===== src/rtl/digit_scan_pkg.sv =====
// Shared types and constants for the multiplexed 7-segment digit scanner.
package digit_scan_pkg;

    // Select width is fixed by the 8:1 digit mux downstream.
    localparam int unsigned SEL_W      = 3;
    localparam int unsigned MAX_DIGITS = 8;

    typedef enum logic [1:0] {
        OFF,
        BLANK,
        SHOW
    } scan_state_t;

endpackage


===== src/rtl/tick_gen.sv =====
// Digit-slot prescaler: counts 0..DIV_COUNT-1 while enabled, holds while disabled,
// and emits a registered one-cycle tick on the edge where the count wraps.
module tick_gen #(
    parameter int unsigned DIV_COUNT = 100_000,
    localparam int unsigned CNT_W    = $clog2(DIV_COUNT + 1)
) (
    input  logic             clk,
    input  logic             reset,
    input  logic             enable,
    output logic             tick,
    output logic [CNT_W-1:0] cnt
);

    localparam logic [CNT_W-1:0] LAST = CNT_W'(DIV_COUNT - 1);

    logic [CNT_W-1:0] cnt_q, cnt_d;
    logic             tick_q;
    logic             wrap;

    // Next prescaler value; frozen when scanning is disabled.
    always_comb begin
        wrap  = enable && (cnt_q == LAST);
        cnt_d = cnt_q;
        if (enable) begin
            cnt_d = wrap ? '0 : cnt_q + 1'b1;
        end
    end

    // Prescaler and tick registers.
    always_ff @(posedge clk) begin
        if (reset) begin
            cnt_q  <= '0;
            tick_q <= 1'b0;
        end else begin
            cnt_q  <= cnt_d;
            tick_q <= wrap;
        end
    end

    assign tick = tick_q;
    assign cnt  = cnt_q;

endmodule


===== src/rtl/digit_scan_ctrl.sv =====
// Round-robin scan controller for an 8-digit multiplexed 7-segment display.
// Drives the digit select for the downstream mux and the matching active-low anodes,
// both registered on the same edge so a digit is never lit with a stale select.
// Optional macro DIGIT_SCAN_GHOST_BLANK_EN adds an anode-off window at the start of
// every slot (BLANK state) to hide mux/decoder settling.
module digit_scan_ctrl
    import digit_scan_pkg::*;
#(
    parameter int unsigned DIV_COUNT    = 100_000,
    parameter int unsigned N_DIGITS     = 8,
    parameter int unsigned BLANK_CYCLES = 16
) (
    input  logic                  clk,
    input  logic                  reset,
    input  logic                  enable,
    input  logic [MAX_DIGITS-1:0] digit_en,
    output logic [SEL_W-1:0]      sel,
    output logic [MAX_DIGITS-1:0] anodes,
    output logic                  tick
);

    localparam int unsigned CNT_W = $clog2(DIV_COUNT + 1);
    localparam logic [CNT_W-1:0] LAST     = CNT_W'(DIV_COUNT - 1);
    localparam logic [SEL_W-1:0] LAST_SEL = SEL_W'(N_DIGITS - 1);

    // Elaboration-time legality checks on the configuration.
    if (DIV_COUNT < 1 || DIV_COUNT > (1 << 20)) begin : g_bad_div
        $error("digit_scan_ctrl: DIV_COUNT out of range");
    end
    if (N_DIGITS < 1 || N_DIGITS > MAX_DIGITS) begin : g_bad_ndig
        $error("digit_scan_ctrl: N_DIGITS out of range");
    end
    if (BLANK_CYCLES >= DIV_COUNT) begin : g_bad_blank
        $error("digit_scan_ctrl: BLANK_CYCLES must be below DIV_COUNT");
    end

    logic [CNT_W-1:0]      cnt;
    logic                  wrap;
    scan_state_t           state_q, state_d;
    logic [SEL_W-1:0]      sel_q, sel_d;
    logic [MAX_DIGITS-1:0] anodes_q, anodes_d;

    tick_gen #(
        .DIV_COUNT (DIV_COUNT)
    ) u_tick_gen (
        .clk    (clk),
        .reset  (reset),
        .enable (enable),
        .tick   (tick),
        .cnt    (cnt)
    );

    // Same terminal-count condition the prescaler uses; enable low suppresses it.
    assign wrap = enable && (cnt == LAST);

`ifdef DIGIT_SCAN_GHOST_BLANK_EN
    logic [CNT_W-1:0] cnt_nxt;
    logic             blank_done;

    // Blanking ends once the prescaler value for the next cycle reaches BLANK_CYCLES.
    always_comb begin
        cnt_nxt    = wrap ? '0 : cnt + 1'b1;
        blank_done = (cnt_nxt >= CNT_W'(BLANK_CYCLES));
    end
`endif

    // Next state, next select and the anode pattern that goes with them.
    always_comb begin
        state_d  = state_q;
        sel_d    = sel_q;
        anodes_d = '1;

        if (!enable) begin
            state_d = OFF;
        end else begin
            if (wrap) begin
                sel_d = (sel_q == LAST_SEL) ? '0 : sel_q + 1'b1;
            end
`ifdef DIGIT_SCAN_GHOST_BLANK_EN
            if (wrap || state_q != SHOW) begin
                state_d = blank_done ? SHOW : BLANK;
            end
`else
            state_d = SHOW;
`endif
        end

        // Digits at or above N_DIGITS are never lit.
        if (state_d == SHOW) begin
            for (int i = 0; i < int'(N_DIGITS); i++) begin
                if (sel_d == SEL_W'(i) && digit_en[i]) begin
                    anodes_d[i] = 1'b0;
                end
            end
        end
    end

    // State, select and anode registers share one edge.
    always_ff @(posedge clk) begin
        if (reset) begin
            state_q  <= OFF;
            sel_q    <= '0;
            anodes_q <= '1;
        end else begin
            state_q  <= state_d;
            sel_q    <= sel_d;
            anodes_q <= anodes_d;
        end
    end

    assign sel    = sel_q;
    assign anodes = anodes_q;

endmodule


===== config.mk =====
export PLATFORM = sky130hd
export DESIGN_NAME = digit_scan_ctrl
export DESIGN_NICKNAME = d
export VERILOG_FILES = /design/src/rtl/digit_scan_pkg.sv /design/src/rtl/tick_gen.sv /design/src/rtl/digit_scan_ctrl.sv
export SDC_FILE = /design/constraint.sdc
export NUM_CORES = 1
export LEC_CHECK = 0
export ABC_AREA = 1
export CAP_MARGIN = 20
export CELL_PAD_IN_SITES_DETAIL_PLACEMENT = 0
export CELL_PAD_IN_SITES_GLOBAL_PLACEMENT = 1
export CORE_MARGIN = 3
export CORE_UTILIZATION = 37
export DETAILED_ROUTE_END_ITERATION = 10
export GPL_ROUTABILITY_DRIVEN = 0
export PLACE_DENSITY_LB_ADDON = 0.05
export SETUP_SLACK_MARGIN = 0.15
export SYNTH_ARGS = -nofsm -noshare
export SYNTH_HDL_FRONTEND = slang
export SYNTH_SLANG_ARGS = --single-unit

===== constraint.sdc =====
create_clock -name clk -period 1.8 [get_ports clk]
set_input_delay 0.36 -clock clk [delete_from_list [all_inputs] [get_ports clk]]
set_output_delay 0.36 -clock clk [all_outputs]
set_load 0.01 [all_outputs]

# Word level (Yosys, flattened, before mapping)
# Cells that the tools add are included.
# word_totals
register_bits,29
inputBits,11
# classes
n_eq_ne,10
mux,13
bitwise_logic,1
add_sub_neg,2
n_reduce_logical,11
# op_table
operator,n
"17-bit by 1-bit adder with 17-bit output, second input constant",1
"17-bit == test, second input constant",1
17-bit 2-to-1 mux,1
"3-bit == test, second input constant",5
1-bit logical AND,9
3-bit 2-to-1 mux,3
1-bit 2-to-1 mux,8
"3-bit by 2-bit == test with 1-bit output, second input constant",2
"3-bit by 1-bit adder with 3-bit output, second input constant",1
"3-bit by 1-bit == test with 1-bit output, second input constant",1
3-bit logical NOT,1
"2-bit == test, second input constant",1
2-bit 2-to-1 mux,1
2-bit OR reduction,1
1-bit NOT,1

# Longest topological paths before layout
# Gate-level depths: netlist of run 1.
# logic_depth
ltp_word,7
depth_mapped,10
mapped_depth_nobuf,10

# By module
# A second synthesis of run 1 with hierarchy kept.
# hier_totals
hier_cells,230
hier_area_um2,1594.0
# modules_own_cells
module,area_each_um2,cells_per_inst,seq_area_each_um2,n_inst
tick_gen,918.4,128,360.3,1
digit_scan_ctrl,675.6,102,220.2,1

# Worst setup path before layout of run 1
# OpenSTA, ideal clock, no wires.
# synth_path
kind,flip-flop to flip-flop
startpoint,"register u_tick_gen.cnt_q[0], in the netlist u_tick_gen.cnt[0]"
endpoint,"register anodes_q[0], in the netlist anodes[0]"
setup_time_ns,0.115
stages_incl_launch_ff,9
setup_slack_ns,0.403
required_time_ns,1.685
arrival_ns,1.282
n_path_buf,0
period_less_slack_ns,1.397
path_cell_list,dfxtp_1 ha_1 nand3_1 nor2_4 nand3_4 nand2_2 nand2_2 nor2_2 nand2_1
# synth_via
elab_chain_cells,7
# synth_lines
element,line,source
start: declaration,tick_gen.sv:16,"logic [CNT_W-1:0] cnt_q, cnt_d;"
start signal: assignment,tick_gen.sv:35,cnt_q <= cnt_d;
17-bit == test,digit_scan_ctrl.sv:54,assign wrap = enable && (cnt == LAST);
1-bit logical AND,digit_scan_ctrl.sv:54,
3-bit 2-to-1 mux,digit_scan_ctrl.sv:76,if (wrap) begin
3-bit 2-to-1 mux,digit_scan_ctrl.sv:73,if (!enable) begin
3-bit logical NOT,digit_scan_ctrl.sv:91,if (sel_d == SEL_W'(i) && digit_en[i]) begin
1-bit logical AND,digit_scan_ctrl.sv:91,
1-bit 2-to-1 mux,digit_scan_ctrl.sv:91,
end signal: assignment,digit_scan_ctrl.sv:107,anodes_q <= anodes_d;
end: declaration,digit_scan_ctrl.sv:41,"logic [MAX_DIGITS-1:0] anodes_q, anodes_d;"
# No other way between the ends.
# A chain may end at the register's enable or synchronous reset.

# Worst setup path in the final report of run 1
# layout_path
startpoint,"register sel_q[2], in the netlist sel[2]"
endpoint,output sel[2]
# layout_rtl
element,line,source
start: declaration,digit_scan_ctrl.sv:40,"logic [SEL_W-1:0] sel_q, sel_d;"
start signal: assignment,digit_scan_ctrl.sv:106,sel_q <= sel_d;
end: declaration,digit_scan_ctrl.sv:17,"output logic [SEL_W-1:0] sel,"
# No word-level cell between the ends.

==> key figures, run 1 <==
Detailed routing
  – Post-route ant nets: 0
  – Final wirelength: 3580 µm
  – DR iter-0 viols: 61
  – Drt wl/cell: 11.6 µm
  – Routed vias/inst: 4.80
  – 1st-pass router iterations: 4
  – Via count: 1473
  – DRC viols: 0

Clocking
  – Clock root cell: clkbuf_8
  – CTS Hold Bufs: 0
  – Num CTS Buffers: 5
  – Sink Count: 29
  – Clk buf depth: 2
  – CTS tree: yes
  – Register clock-pin slew on the reported worst setup and hold paths: 0.06 ns
  – H-tree depth: 2
  – Clk_lat worst skew: 0.28 ns

Die
  – Die W: 69.1 µm
  – FP Rows: 22
  – I/O pin cnt: 23
  – Initial Utilization: 39.4%
  – Core area: 0.00374 mm²
  – Die area: 0.00478 mm²
  – Die outline height: 69.1 µm

Critical path
  – Crit-path max FO: 4
  – Worst path cell trace: clkdlybuf4s50_1
  – Family with the most delay on the worst path: buffers and inverters
  – Critical path type: reg -> out
  – Worst path depth: 1
  – Bufs and invs on worst path: 1
  – Worst Path Arrival: 1.23 ns
  – CP Capture Type: primary output
  – Slowest CP cell: clkdlybuf4s50_1
  – CP max stage delay: 0.56 ns
  – Startpoint Class: flip-flop
  – Reg2Reg Depth: 8
  – WP data required: 1.44 ns

Synthesis
  – Cell Area, Synth: 0.00148 mm²
  – Ys flop type: dfxtp_1
  – Cells after synthesis: 216
  – Post-synthesis sequential area ratio: 39.4%
  – Synth warnings: 0
  – Synth unique cells: 23
  – Avg Synthesized Cell Area: 6.83 µm²
  – Synthesized Nets: 230
  – Post-synth EDFFs: 0
  – Seq cells post-synth: 29
  – Async SR Flop Fraction: 0%

Placement
  – Post-detail-place hpwl: 2840 µm
  – PortBufs: 22

Global routing
  – Grt ovf: 0
  – Number of global-route vias before repair: 1403
  – Largest net degree at the start of global routing: 10
  – GRT Overall Usage: 16.4%
  – Global-route wire length before repair: 6310 µm
  – Initial antenna violation count: 0

Timing
  – Slew Viols, Final: 0
  – Worst hold slack: 0.494 ns
  – Setup tns final: 0 ns
  – Final setup viols: 0
  – Part of the cycle the worst path needs: 88.4%
  – Worst Skew: 0.00513 ns
  – Least-Margin Pin Slew: 0.388 ns
  – Hold Violations, Final: 0
  – Final min period: 1.59 ns
  – RSZ-0062 raised after global routing: false
  – Peak Freq: 628 MHz
  – Relative slew slack: 74.0%

Power and ir drop
  – Power Dens Cells: 626 mW/mm²
  – Pleak: 0.790 nW
  – Peak VDD IR: 0.343 mV

Job
  – Max-cap viol count: 0

Finish
  – Final nets: 272
  – Most frequent cells in the layout: 54 x nand2_1, 40 x nor2_1, 27 x dfxtp_1, 26 x inv_1, 21 x clkdlybuf4s50_1
  – Filler Cell Count: 389
  – Area Overhead vs Synth: 32.7%
  – Ant diodes: 0
  – Most common cell after layout, fill and taps aside: nand2_1
  – Layout cells sized above 1: 17.4%

Hold path
  – WHS Path Cells: 2
  – Worst Hold Class: reg -> reg

Run status
  – Status: completed
registers in the layout, summed over array words and instances (netlist names):
register	cells
u_tick_gen.cnt	17
sel	3
u_tick_gen.tick	1
anodes	8
tightest hold or removal path, cell delays in order (launching register included):
cell,delay (ns)
dfxtp_1,0.34
inv_1,0.06
a21oi_1,0.05
stage by stage:
| step | instance area (µm²) | cells | power (mW) | utilization [%] | setup WS [ns] |
|---|---|---|---|---|---|
| floorplan | 1480 | 216 | 0.688 | - | 0.403 |
| global placement | 1840 | 297 | 0.730 | 49.2 | -0.124 |
| detailed placement | 1840 | 297 | 0.731 | 49.2 | -0.149 |
| CTS | 1920 | 305 | 1.24 | 51.4 | 0.153 |
| global route | 1960 | 307 | 1.29 | 52.3 | 0.146 |
| finish | 1960 | 307 | 1.22 | 52.3 | 0.208 |
kinds of logic (layout without fill, tap and decap cells):
group,after synthesis,in the layout,share of synthesized area [%]
flops,29,29,39.4
buf+inv,29,72,7.38
simple gates,140,140,44.6
fa+ha+maj,3,3,2.54
compound gates,11,11,3.73
xor+xnor,4,4,2.37
worst paths after layout:
kind / startpoint / end / slack (ns)
setup / recovery: sel[2] / sel[2] / 0.21
hold / removal: u_tick_gen.cnt[14] / u_tick_gen.cnt[14] / 0.49
setup reg to reg: u_tick_gen.cnt[1] / anodes[4] / 0.28
hold reg to reg: u_tick_gen.cnt[14] / u_tick_gen.cnt[14] / 0.49
power by group:
group	internal [mW]	leakage, nW	switching [mW]	total (mW)
Clock	0.267	0.0450	0.241	0.508
Combinational	0.0367	0.510	0.0294	0.0661
Sequential	0.647	0.235	0.00387	0.651
Total	0.951	0.790	0.274	1.22
layout make-up:
cell class              count  area (µm²)  area share (%)
repair buffers             36         328            16.8
well taps                  48        60.1            3.07
inverters                  28         105            5.37
clock inverters             2        10.0           0.512
flip-flops and latches     29         583            29.8
clock buffers               6        72.6            3.71
multi-input cells         158         798            40.8
synth_stat cells, types with 2 or more instances:
cell     number  area, µm²
o21ai_0       6       30.0
a21oi_1       4       20.0
inv_1        27        101
nand3_1       9       45.0
nand2_1      55        206
nand2_2       3       18.8
xor2_1        4       35.0
ha_1          3       37.5
nor2_2        5       31.3
dfxtp_1      29        581
nor3_2        2       20.0
nand4_1       9       56.3
nand3_4       2       35.0
nor2_1       41        154
nor3_1        9       45.0
repair_timing:
item | in CTS | in global routing
gates resized for setup | 0 | 8
buffers inserted | 0 | 2
endpoints found under the hold margin | 0 | 0
endpoints found under the setup margin | 0 | 18
per-layer routing:
metal	GRT usage (%)	wire length [µm]
met5	0	0
met4	7.59	87
met3	5.69	205
met2	26.2	1670
met1	19.6	1610
(Power assumes the default switching activity.)
==> run 2: changes to the inputs <==
--- a/config.mk
+++ b/config.mk
@@ -6,7 +6,6 @@
 export NUM_CORES = 1
 export LEC_CHECK = 0
 export ABC_AREA = 1
-export CAP_MARGIN = 20
 export CELL_PAD_IN_SITES_DETAIL_PLACEMENT = 0
 export CELL_PAD_IN_SITES_GLOBAL_PLACEMENT = 1
 export CORE_MARGIN = 3
==> results of run 2 <==
Same layout as run 1: the final DEF is identical, and so are final timing and power.
==> run 3: changes to the inputs <==
==> constraint.sdc (replaced) <==
create_clock -name clk -period 1.7 [get_ports clk]
set_input_delay 0.34 -clock clk [delete_from_list [all_inputs] [get_ports clk]]
set_output_delay 0.34 -clock clk [all_outputs]
set_load 0.01 [all_outputs]
==> run 3 against run 2 <==
  * Register-to-register slack better by 0.02 ns
  * First-iteration DRC count is 36% lower
  * Sequential power is 6.3% higher
  * Non-clock buffer count is 1 higher
  * Cell count stayed put
  * Hold slack better by 0.0049 ns
  * Via count is 1.5% lower
  * Power is 8.5% higher
  * Core utilization is 1.1 points higher
  * Die area stayed put
  * Global-route usage is 0.20 points lower
  * Clock skew hardly changed
==> key figures, run 3 (synthesized netlist as in run 1, its figures left out) <==
Die
  – Die area: 0.00478 mm²
  – Die W: 69.1 µm
  – Die outline height: 69.1 µm
  – FP Rows: 22
  – Core area: 0.00374 mm²
  – I/O pin cnt: 23
  – Initial Utilization: 39.4%

Power and ir drop
  – Pleak: 0.817 nW
  – Power Dens Cells: 665 mW/mm²
  – Peak VDD IR: 0.300 mV

Clocking
  – Clk_lat worst skew: 0.28 ns
  – Clk buf depth: 2
  – H-tree depth: 2
  – Clock root cell: clkbuf_8
  – CTS tree: yes
  – Sink Count: 29
  – Num CTS Buffers: 5
  – CTS Hold Bufs: 0
  – Register clock-pin slew on the reported worst setup and hold paths: 0.06 ns

Hold path
  – Worst Hold Class: reg -> reg
  – Hold Startpoint: u_tick_gen.cnt[15]
  – Hold Crit Endpoint: u_tick_gen.cnt[15]
  – WHS Path Cells: 2

Timing
  – RSZ-0062 raised after global routing: true
  – Final min period: 1.47 ns
  – Final WS setup: 0.235 ns
  – Least-Margin Pin Slew: 0.354 ns
  – Relative slew slack: 76.2%
  – Slew Viols, Final: 0
  – Part of the cycle the worst path needs: 86.2%
  – Final setup viols: 0
  – Peak Freq: 683 MHz
  – Worst hold slack: 0.499 ns
  – Worst Skew: 0.00498 ns
  – Hold Violations, Final: 0

Placement
  – Dpl ws: -0.256 ns
  – Post-detail-place hpwl: 2830 µm
  – Inst Count DP: 299
  – PortBufs: 22

Critical path
  – CP Capture Type: primary output
  – Worst r2r dst: anodes[2]
  – FF-to-FF setup slack: 0.30 ns
  – Slowest CP cell: clkdlybuf4s50_1
  – Reg2Reg Depth: 8
  – CP max stage delay: 0.54 ns
  – Bufs and invs on worst path: 1
  – Worst path cell trace: clkdlybuf4s50_1
  – WP data required: 1.36 ns
  – Critical path type: reg -> out
  – Crit. Startpoint: anodes[6]
  – Family with the most delay on the worst path: buffers and inverters
  – Reg2reg start: u_tick_gen.cnt[0]
  – Crit-path max FO: 1
  – Worst Path Arrival: 1.13 ns
  – Startpoint Class: flip-flop

Global routing
  – Initial antenna violation count: 0
  – Number of global-route vias before repair: 1357
  – GRT Overall Usage: 16.2%
  – Largest net degree at the start of global routing: 9
  – Global-route wire length before repair: 6260 µm
  – Grt ovf: 0

Detailed routing
  – Drt wl/cell: 11.8 µm
  – Post-route ant nets: 0
  – Final wirelength: 3630 µm
  – Routed vias/inst: 4.73
  – 1st-pass router iterations: 4
  – DR iter-0 viols: 39
  – DRC viols: 0
  – Via count: 1451

Finish
  – Area Overhead vs Synth: 35.5%
  – Max FFs per register: 17
  – Finished Layout Cells: 307
  – Layout cells sized above 1: 18.9%
  – Ant diodes: 0
  – Most frequent cells in the layout: 54 x nand2_1, 39 x nor2_1, 26 x inv_1, 24 x dfxtp_1, 18 x clkdlybuf4s50_1
  – Final nets: 273
  – Most common cell after layout, fill and taps aside: nand2_1
  – Post-layout util: 53.4%

Run status
  – Status: completed

Job
  – Max-cap viol count: 0
run 3: power by group:
group	internal, mW	switching (mW)	leakage (nW)	total, mW
combinational	0.0408	0.0321	0.536	0.0729
sequential	0.686	0.00604	0.237	0.692
clock	0.320	0.244	0.0443	0.564
total	1.05	0.282	0.817	1.33
run 3: metrics by stage:
step	setup TNS, ns	cell area, µm²	power [mW]
final	0	2000	1.33
after global routing	0	2000	1.40
after floorplan	0	1480	0.729
after CTS	0	1950	1.34
after detailed placement	-4.41	1860	0.776
after global placement	-3.23	1860	0.775
run 3: worst max-delay path by stage:
stage                      to  slack [ns]  cells past startpoint
CTS                 anodes[4]        0.15                      8
finish              anodes[6]        0.23                      1
global placement    anodes[4]       -0.23                      8
global route        anodes[2]        0.14                      8
detailed placement  anodes[6]       -0.26                      8
floorplan           anodes[0]        0.30                      8
run 3: layer usage:
layer / GRT usage, % / vias up / share of wire (%)
li1: - / 762 / -
met1: 19.4 / 654 / 47
met2: 26.5 / 31 / 48
met3: 5.25 / 4 / 4.6
met4: 6.51 / 0 / 1.1
met5: 0 / - / 0
run 3: final cells by class:
cell class | count | area (µm²)
repair buffers | 37 | 332
inverters | 28 | 105
flip-flops and latches | 29 | 587
fillers | 387 | 1740
well taps | 48 | 60.1
multi-input cells | 158 | 830
clock buffers | 7 | 86.3
run 3: timing repair:
item	in CTS	in global routing
pin swaps	1	1
setup buffers	1	0
resized for setup	5	14
endpoints found under the setup margin	21	23
cloned	0	0
